## src/rtl/rf_pkg.sv

```systemverilog
// Shared constants and FSM state encoding for the register-file access arbiter.
package rf_pkg;

  localparam int RF_ADDR_W       = 5;
  localparam int RF_DATA_W       = 32;
  localparam int RF_STARVE_LIMIT = 4;

  // Arbiter states; core_stall is decoded directly from this register.
  typedef enum logic [2:0] {
    IDLE     = 3'd0,
    WR_WAIT  = 3'd1,
    WR_STALL = 3'd2,
    RD_ISSUE = 3'd3,
    RD_DATA  = 3'd4,
    RSP      = 3'd5
  } state_t;

endpackage

```

## src/rtl/regfile_access_arbiter.sv

```systemverilog
// Shares the 32x32 register file between the core pipeline and the host debug
// channel. The core owns the ports by default; host writes slip into idle
// write-port cycles (or force a one-cycle stall after starvation), host reads
// freeze the core for two cycles while port A is borrowed.
module regfile_access_arbiter
  import rf_pkg::*;
#(
  parameter int ADDR_W       = RF_ADDR_W,
  parameter int DATA_W       = RF_DATA_W,
  parameter int STARVE_LIMIT = RF_STARVE_LIMIT
) (
  input  logic              clk,
  input  logic              reset,
  input  logic              core_wr_en,
  input  logic [ADDR_W-1:0] core_wr_addr,
  input  logic [DATA_W-1:0] core_wr_data,
  input  logic [ADDR_W-1:0] core_rd_addr_a,
  input  logic [ADDR_W-1:0] core_rd_addr_b,
  output logic              core_stall,
  input  logic              host_req_valid,
  output logic              host_req_ready,
  input  logic              host_req_we,
  input  logic [ADDR_W-1:0] host_req_addr,
  input  logic [DATA_W-1:0] host_req_data,
  output logic              host_rsp_valid,
  output logic [DATA_W-1:0] host_rsp_data,
  output logic              rf_write,
  output logic [ADDR_W-1:0] rf_wr_addr,
  output logic [DATA_W-1:0] rf_wr_data,
  output logic [ADDR_W-1:0] rf_rd_addr_a,
  output logic [ADDR_W-1:0] rf_rd_addr_b,
  input  logic [DATA_W-1:0] rf_rd_data_a
);

  // Counter is one bit wider than needed for LIMIT-1 so it can never wrap.
  localparam int CNT_W = $clog2(STARVE_LIMIT) + 1;

  state_t              state_reg, state_next;
  logic [CNT_W-1:0]    starve_cnt_reg;
  logic                req_we_reg;
  logic [ADDR_W-1:0]   req_addr_reg;
  logic [DATA_W-1:0]   req_data_reg;
  logic [DATA_W-1:0]   rsp_data_reg;
  logic                starved;

  assign starved = (starve_cnt_reg == CNT_W'(STARVE_LIMIT - 1));

  // State register, request capture, starvation counter and response data.
  always_ff @(posedge clk) begin
    if (reset) begin
      state_reg      <= IDLE;
      starve_cnt_reg <= '0;
      req_we_reg     <= 1'b0;
      req_addr_reg   <= '0;
      req_data_reg   <= '0;
      rsp_data_reg   <= '0;
    end else begin
      state_reg <= state_next;
      case (state_reg)
        IDLE: begin
          if (host_req_valid) begin
            req_we_reg     <= host_req_we;
            req_addr_reg   <= host_req_addr;
            req_data_reg   <= host_req_data;
            starve_cnt_reg <= '0;
            rsp_data_reg   <= '0;
          end
        end
        WR_WAIT: begin
          if (core_wr_en) begin
            starve_cnt_reg <= starve_cnt_reg + CNT_W'(1);
          end
        end
        RD_DATA: begin
          rsp_data_reg <= req_we_reg ? '0 : rf_rd_data_a;
        end
        default: ;
      endcase
    end
  end

  // Next-state and port steering; the core owns every port unless overridden.
  always_comb begin
    state_next     = state_reg;
    host_req_ready = 1'b0;
    rf_write       = core_wr_en;
    rf_wr_addr     = core_wr_addr;
    rf_wr_data     = core_wr_data;
    rf_rd_addr_a   = core_rd_addr_a;
    case (state_reg)
      IDLE: begin
        host_req_ready = 1'b1;
        if (host_req_valid) begin
          state_next = host_req_we ? WR_WAIT : RD_ISSUE;
        end
      end
      WR_WAIT: begin
        if (!core_wr_en) begin
          rf_write   = 1'b1;
          rf_wr_addr = req_addr_reg;
          rf_wr_data = req_data_reg;
          state_next = RSP;
        end else if (starved) begin
          state_next = WR_STALL;
        end
      end
      WR_STALL: begin
        // Core is stalled and holds its own write for the next cycle.
        rf_write   = 1'b1;
        rf_wr_addr = req_addr_reg;
        rf_wr_data = req_data_reg;
        state_next = RSP;
      end
      RD_ISSUE: begin
        rf_write     = 1'b0;
        rf_rd_addr_a = req_addr_reg;
        state_next   = RD_DATA;
      end
      RD_DATA: begin
        // Port A goes back to the core so its data is valid again in RSP.
        rf_write   = 1'b0;
        state_next = RSP;
      end
      RSP: begin
        state_next = IDLE;
      end
      default: begin
        state_next = IDLE;
      end
    endcase
  end

  assign core_stall     = (state_reg == WR_STALL) || (state_reg == RD_ISSUE) ||
                          (state_reg == RD_DATA);
  assign host_rsp_valid = (state_reg == RSP);
  assign host_rsp_data  = rsp_data_reg;
  assign rf_rd_addr_b   = core_rd_addr_b;

endmodule

```

## config.mk

```make
export PLATFORM = sky130hd
export DESIGN_NAME = regfile_access_arbiter
export DESIGN_NICKNAME = d
export VERILOG_FILES = /design/src/rtl/rf_pkg.sv /design/src/rtl/regfile_access_arbiter.sv
export SDC_FILE = /design/constraint.sdc
export NUM_CORES = 1
export LEC_CHECK = 0
export ABC_AREA = 1
export BUFFER_PORTS_ARGS = -buffer_cell sky130_fd_sc_hd__buf_4
export CAP_MARGIN = 20
export CORE_MARGIN = 5
export CORE_UTILIZATION = 25
export CTS_CLUSTER_DIAMETER = 60
export CTS_CLUSTER_SIZE = 28
export DETAILED_ROUTE_END_ITERATION = 8
export HOLD_SLACK_MARGIN = 0.12
export PLACE_DENSITY = 0.62
export SETUP_SLACK_MARGIN = 0.2
export SYNTH_ARGS = -nofsm -noshare
export SYNTH_HDL_FRONTEND = slang
export SYNTH_SLANG_ARGS = --single-unit
```

## constraint.sdc

```tcl
create_clock -name clk -period 1.7 [get_ports clk]
set_input_delay 0.255 -clock clk [delete_from_list [all_inputs] [get_ports clk]]
set_output_delay 0.255 -clock clk [all_outputs]
set_load 0.02 [all_outputs]
```

# After elaboration in Yosys (flattened, before gate mapping)
# Index checks and enable logic that the tools add are counted.
[word_totals]
reg_bits = 76
word_cells = 46
in_bits = 121
[op_classes]
n_reduce_logical = 12
n_addsub = 1
eq_ne = 9
mux = 18
[ops]
columns = ["cell", "count"]
rows = [
  ["$pmux 32 s2", 2],
  ["$mux 32", 3],
  ["$mux 3", 5],
  ["$pmux 3 s4", 1],
  ["$mux 5", 2],
  ["$pmux 5 s2", 1],
  ["$eq 3x2->1 const B", 3],
  ["$eq 3x3->1 const B", 2],
  ["$pmux 3 s2", 1],
  ["$reduce_and 2->1", 3],
  ["$reduce_or 2->1", 3],
  ["$ne 2x2->1 const B", 2],
  ["$reduce_bool 2->1", 2],
  ["$add 3x1->3 const B", 1],
  ["$eq 3x1->1 const B", 1],
  ["$logic_not 3->1", 1],
  ["$ne 3x3->1 const B", 1],
  ["$reduce_and 3->1", 1],
  ["$logic_or 1x1->1", 2],
  ["$mux 2", 1],
  ["$pmux 1 s2", 1],
  ["$mux 1", 1],
]

# Longest topological paths before layout
# Gate-level depths: netlist (run 1).
[logic_depth]
word_depth = 4
ltp_mapped = 9
ltp_nobuf = 8

# Least setup slack after synthesis (run 1)
# No wires, ideal clock.
[synth_timing]
path_kind = "reg-to-output"
start = "register state_reg[1]"
end = "output port rf_wr_addr[0]"
stages_incl_launch_ff = 7
arrival_ps = 1464
required_ps = 1445
path_buffers = 2
path_slack_ps = -19
path_cell_list = "dfxtp_1 buf_4 nand2_1 o21ai_4 nand2_4 buf_2 o21ai_0"
[synth_via]
elab_chain_len = 2
elab_cells_between_ends = 3
cone_classes = "eq/ne (2); mux (1)"
[synth_lines]
columns = ["item", "line_no", "source"]
rows = [
  ["from (decl)", "regfile_access_arbiter.sv:38", "state_t state_reg, state_next;"],
  ["from (signal assigned)", "regfile_access_arbiter.sv:58", "state_reg <= state_next;"],
  ["$eq 3x2->1 or $eq 3x1->1 (tied branches)", "regfile_access_arbiter.sv:90", "case (state_reg)"],
  ["$pmux 5 s2 (*)", "regfile_access_arbiter.sv:90", ""],
  ["to (decl)", "regfile_access_arbiter.sv:28", "output logic [ADDR_W-1:0] rf_wr_addr,"],
]
# Every way passes the cells marked *; elsewhere a longest branch is shown, timed or not.

# Worst setup path in the final report (run 1)
[layout_timing]
start = "register state_reg[0]"
end = "output port rf_wr_data[25]"
[layout_via]
elab_chain_len = 2
elab_cells_between_ends = 3
cone_classes = "eq/ne (2); mux (1)"
[layout_lines]
columns = ["item", "line_no", "source"]
rows = [
  ["$eq 3x2->1 or $eq 3x1->1 (tied branches)", "regfile_access_arbiter.sv:90", ""],
  ["$pmux 32 s2 (*)", "regfile_access_arbiter.sv:90", ""],
  ["to (decl)", "regfile_access_arbiter.sv:29", "output logic [DATA_W-1:0] rf_wr_data,"],
]
# Marks and branches as above.

==> metrics, run 1 <==
Final setup viols=44; Clock Power Share=18.9%; Synth area leaders=dfxtp_1 44%, nand2_1 14%, a21oi_1 11%, o21bai_1 6.9%, inv_1 3.9%; Setup crit end kind=primary output; Slew @ Worst Pin=0.4212 ns; Critical Path AT=1.67 ns; sequential power share=22.8%; Syn-to-layout area delta=71.77%; sequential cell area fraction in the yosys report=43.73%; fin nets=787; drt wl/cell=13.67 um; GRT met1 Usage=between 10% and 20%; Pleak=0.002650 uW; I/O pin cnt=204; CP required=1.44 ns; Via Count=3726; dpl ws=0.06979 ns; syn_area_per_cell=7.483 um2; hold_buf cts=0; r2r setup slk=0.29 ns; via/cell ratio=~4.4; largest net degree at the start of global routing=42; TritonCTS clock tree=done; PwrDens=about 1800 nW/um2; Seq cells post-synth=76; initial antenna violation count=0; number of global-route vias before repair=between 3000 and 4000; Design Power=10480 uW; crit path time final=1.925 ns; syn_nets=588; antenna fix cells=0; final worst setup slack=-0.2247 ns; Post-route DRC=0; first-pass GRT wire length=~18000 um; Slew Limit Headroom=a little under three quarters; gpl congestion=a little under 0.8; final hold violations=0; GRT met3 Usage=7.125%; DRT iter0 DRCs=76; CP Launch Type=flip-flop; Post-Place Cells=between 800 and 900; grt met2 use=approximately 22%; Synth async-reset ratio=0%; Routed Wire Length=around 12000 um; Worst Skew=0.007268 ns; Layout Cells excl Fill=849; Slew Limit Fails=0; die area=about 16000 um2; Post-synth EDFFs=0; critical path type=reg -> out; Die Wd=between 100 and 150 um; layout cells sized above 1=45.14%; peak supply drop=0.0005787 V; leading area contributor after synthesis=dfxtp_1; Gate power share=58.3%; dpl hpwl=8255 um; First-pass DRT Iterations=4; Hold Crit Class=in -> reg; Fillers=1397; crit-path max FO=5; failing checks=negative setup slack; # rows=between 40 and 50; Clock Latency Late Sink=0.34 ns; status=complete, but fails checks; final period utilization=113.2%; synthesized area=~3500 um2; RSZ-0062 raised after global routing=yes; total net switching power=4352 uW; Max Cap Viol=0; root buffer cell=clkbuf_16; Gate Count Post-Synth=465; Num CTS Buffers=9; CTS Sinks=76; port buffer count=193; Internal=6126 uW; busiest metal layer after global routing=met2; die extent in y=128.0 um; H-tree depth=3; initial core utilization=25.26%; yosys warns=0; Overall Global Routing Usage=13.54%; Clock transition at path regs=about 0.060 ns; switching share of power=41.54%; Finished Core Util=between 40% and 50%; Max Clock Freq=519.6 MHz; most frequent cell after synthesis=nand2_1; top cells by count, synth=130 x nand2_1, 76 x dfxtp_1, 74 x a21oi_1; GR Overflow Total=0; final hold slack=0.1643 ns; Final ANT Viol Nets=0; area of the core=13770 um2; Synth top area share=43.73%; Main synth FF type=dfxtp_1; clock tree buffer depth=2; Synth cell types=28
## routing by layer
layer  part of all wire [%]  wire length [um]  vias up
met1                     42              4870     1644
li1                       -                 -     1907
met4                    1.3               156        0
met3                     13              1459       12
met5                      0                 0        -
met2                     44              5123      163
## power by group through the flow
stage / combinational [uW] / sequential, uW / clock, uW
after floorplan: 3010 / 2500 / 0
after global placement: 4810 / 2400 / 0
after detailed placement: 4840 / 2410 / 0
after CTS: 5770 / 2390 / 2060
after global routing: 6610 / 2430 / 2140
final: 6110 / 2390 / 1980
## area by class of cell
class / count / area (um2) / share of cell area, %
Clock inverter: 6 / 71.32 / 1.193
Clock buffer: 10 / 239.0 / 3.998
Tap cell: 180 / 225.2 / 3.768
Timing Repair Buffer: 223 / 1926 / 32.22
Inverter: 39 / 153.9 / 2.575
Sequential cell: 76 / 1530 / 25.60
Multi-Input combinational cell: 315 / 1832 / 30.65
## worst max-delay path, stage by stage, from the launching register on
cell and delay, ns:
dfxtp_4 0.37, inv_4 0.08, nand2_4 0.05, o21ai_4 0.21, buf_6 0.17, nand2_8 0.06, buf_6 0.11, o21ai_2 0.14
buf_6 0.14
## placed cells by master (no fill, tap or decap), types with 2 or more instances in the layout
cell       Yosys  final
buf_4          9    179
nand2_1      130    112
a21oi_1       74     74
dfxtp_1       76     73
inv_1         36     36
buf_6         10     35
o21bai_1      32     31
o21ai_2        1     20
nand3_1       19     17
nand2_2        1     13
clkbuf_16      0     10
o21ai_1       11      8
o21ai_4        1      7
nor2_1         6      6
nand2_4        1      6
buf_12         0      6
o21ai_0       27      5
inv_4          1      3
nand2_8        1      3
nand3_4        0      2
nor2_4         1      2
nand3_2        2      2
ha_1           2      2
dfxtp_4        0      2
## final timing paths
| path | depth (start not counted) | startpoint | endpoint |
|---|---|---|---|
| max | 8 | state_reg[0]$_SDFFE_PP0P_ | rf_wr_data[25] |
| min | 3 | rf_rd_data_a[26] | host_rsp_data[26]$_SDFFE_PP0P_ |
| max reg2reg | 7 | state_reg[1]$_SDFFE_PP0P_ | req_data_reg[27]$_SDFFE_PP0P_ |
| min reg2reg | 2 | req_data_reg[21]$_SDFFE_PP0P_ | req_data_reg[21]$_SDFFE_PP0P_ |
## stage by stage
| step | TNS (ns) | cell area [um2] |
|---|---|---|
| after floorplan | 0 | 3552 |
| after CTS | -8.093 | 5827 |
| final | -7.419 | 5977 |
| after global routing | -10.76 | 5977 |
| after detailed placement | 0 | 5166 |
| after global placement | 0 | 5166 |
## cell families (layout without fill, tap and decap cells)
logic type      after synthesis  count (layout)  synth area share [%]
flops                        76              76                 43.73
simple gates                165             166                 20.07
fa+ha+maj                     2               2                0.7191
compound gates              147             147                 23.91
buf+inv                      75             278                 11.58
## timing repair
item | in CTS | in global routing
cloned | 4 | 1
hold endpoints to repair | 0 | 0
setup endpoints to repair | 46 | 51
buffers inserted | 7 | 1
pin swaps | 8 | 3
resized for setup | 66 | 31
Note: power is estimated with default switching activity, not from simulation.
==> inputs of run 2 (changes only) <==
- PLACE_DENSITY: 0.62 -> 0.55
==> run 2 against run 1 <==
The flow still finishes with violations (negative setup slack). Power increased by 1.6%. Worst setup slack better by 0.0021 ns. Sequential power barely moved. Global-route usage about the same. Hold slack better by 0.012 ns. Cell count grew 0.59%. Clock power is 9% lower. Via count is 2.1% higher. Largest cell class unchanged.
==> metrics, run 2 (synthesized netlist as in run 1, its figures left out) <==
final hold slack=0.1764 ns (+0.01212 ns); I/O pin cnt=204 (unchanged); busiest metal layer after global routing=met2; RSZ-0062 raised after global routing=yes; drt wl/cell=14.31 um (+4.6%); critical path type=reg -> out; Post-Place Cells=817 (-0.37%); first-pass GRT wire length=17840 um (+1.6%); final hold violations=0 (unchanged); Slew @ Worst Pin=0.5270 ns (+0.1058 ns); Max Cap Viol=0 (unchanged); CTS Sinks=76 (unchanged); fin nets=792 (+0.64%); Clock Latency Late Sink=0.33 ns (about the same); failing checks=negative setup slack; via/cell ratio=4.457 (+1.5%); die extent in y=128.0 um (unchanged); Final setup viols=42 (-4.5%); initial antenna violation count=0 (unchanged); CP required=1.44 ns (about the same); Overall Global Routing Usage=13.58% (+0.042 points); Worst Skew=0.005928 ns (-0.001340 ns); crit-path max FO=10 (+5); total negative slack=-7.166 ns (+0.2532 ns); Post-route DRC=0 (unchanged); GRT met3 Usage=6.500% (-0.62 points); Syn-to-layout area delta=76.16%; gpl congestion=0.9147 (+16%); Crit Reg-Reg Endpoint=req_addr_reg[2]$_SDFFE_PP0P_; # rows=43 (unchanged); First-pass DRT Iterations=6 (+2); GRT met1 Usage=14.90% (-0.64 points); Die Wd=128.0 um (unchanged); Layout Cells excl Fill=854 (+0.59%); crit path time final=1.923 ns (-0.002139 ns); status=complete, but fails checks; final period utilization=113.1% (-0.13 points); most frequent cells in the layout=183 x buf_4, 104 x nand2_1, 73 x dfxtp_1; hold path startpoint=rf_rd_data_a[18]; Clock transition at path regs=0.06 ns (about the same); die area=16380 um2 (unchanged); Setup crit end kind=primary output; layout cells sized above 1=47.33% (+2.2 points); TritonCTS clock tree=done; dpl hpwl=8652 um (+4.8%); WHS Endpoint=host_rsp_data[18]$_SDFFE_PP0P_; H-tree depth=3 (unchanged); GR Overflow Total=0 (unchanged); Final ANT Viol Nets=0 (unchanged); Hold Crit Class=in -> reg; CP Launch Type=flip-flop; Slew Limit Fails=0 (unchanged); PwrDens=1737 nW/um2 (-0.92%); clock tree buffer depth=2 (unchanged); initial core utilization=25.26% (unchanged); hold_buf cts=0 (unchanged); DRT iter0 DRCs=73 (-3.9%); Slew Limit Headroom=64.87% (-7.1 points); Max Clock Freq=520.1 MHz (+0.11%); number of global-route vias before repair=3732 (+6.1%); cell count of the worst hold path=3 (unchanged); peak supply drop=0.0006654 V (+15%); Num CTS Buffers=9 (unchanged); root buffer cell=clkbuf_16; final worst setup slack=-0.2226 ns (+0.002139 ns); largest net degree at the start of global routing=50 (+19%); Pleak=0.002708 uW (+2.2%); R2R cell count=9 (+2); port buffer count=193 (unchanged); most common cell after layout, fill and taps aside=buf_4; Via Count=3806 (+2.1%); Routed Wire Length=12220 um (+5.3%); r2r setup slk=0.15 ns (-0.14 ns); worst r2r src=state_reg[0]$_SDFFE_PP0P_; antenna fix cells=0 (unchanged); Design Power=10650 uW (+1.6%); grt met2 use=22.61% (+0.96 points); area of the core=13770 um2 (unchanged); Critical Path AT=1.67 ns (about the same)
[run 2: cell types whose count changed in the layout (fill, tap and decap cells not counted), sizes merged]
| cell | delta |
|---|---|
| nand2 | -1 |
| bufinv | -1 |
| clkinv | +2 |
| inv | -1 |
| clkbuf | +2 |
| nand3 | +1 |
| buf | +3 |
[run 2: layer usage]
metal | part of all wire (%) | routed length (um) | up-vias
met5 | 0 | 0 | -
met4 | 1.9 | 228 | 0
met3 | 12 | 1521 | 18
met2 | 47 | 5767 | 172
met1 | 38 | 4704 | 1696
li1 | - | - | 1920
[run 2: repair_timing]
item                                   CTS  global route
setup buffers                            8             8
gates cloned                             1             4
gates resized for setup                 47            65
pin swaps                               25             8
setup endpoints to repair               46           113
endpoints found under the hold margin    0             0
[run 2: layout make-up]
cell class              instances  area [um2]
repair buffers                228        2024
flip-flops and latches         76        1533
well taps                     180       225.2
clock inverters                 6       47.55
inverters                      39       156.4
multi-input cells             315        1904
clock buffers                  10       239.0
fillers                      1356        7644
[run 2: metrics by stage]
step,setup slack (ns),utilization (%),cell area (um2)
detailed placement,0.03661,37.58,5176
finish,-0.2226,44.50,6130
floorplan,0.1623,-,3552
global route,-0.2850,44.50,6130
global placement,0.003956,37.47,5161
CTS,-0.2106,41.46,5710
[run 2: how the worst max path moves through the flow]
stage                              start                              to  slack (ns)  cells after the start
2_1_floorplan  state_reg[1]$_SDFFE_PP0P_                   rf_wr_addr[0]        0.16                      7
4_1_cts        state_reg[0]$_SDFFE_PP0P_                   rf_wr_data[7]       -0.21                      7
6_report       state_reg[0]$_SDFFE_PP0P_                  rf_wr_data[13]       -0.22                      7
3_5_place_dp   state_reg[2]$_SDFFE_PP0P_                 rf_rd_addr_a[2]        0.04                      5
3_3_place_gp              host_req_valid  host_rsp_data[23]$_SDFFE_PP0P_       0.004                      4
5_1_grt        state_reg[0]$_SDFFE_PP0P_                  rf_wr_data[15]       -0.28                      8
[run 2: where the power goes]
part / switching, uW / internal (uW)
clock network: 765 / 1040
registers: 213 / 2200
logic: 3500 / 2930
[run 2: critical path, stage by stage, from the launching register on]
cell and delay (ns):
dfxtp_4 0.36, inv_4 0.08, nand2_4 0.06, o21ai_4 0.21, nand2_8 0.13, clkbuf_16 0.20
o21ai_4 0.15, buf_6 0.13
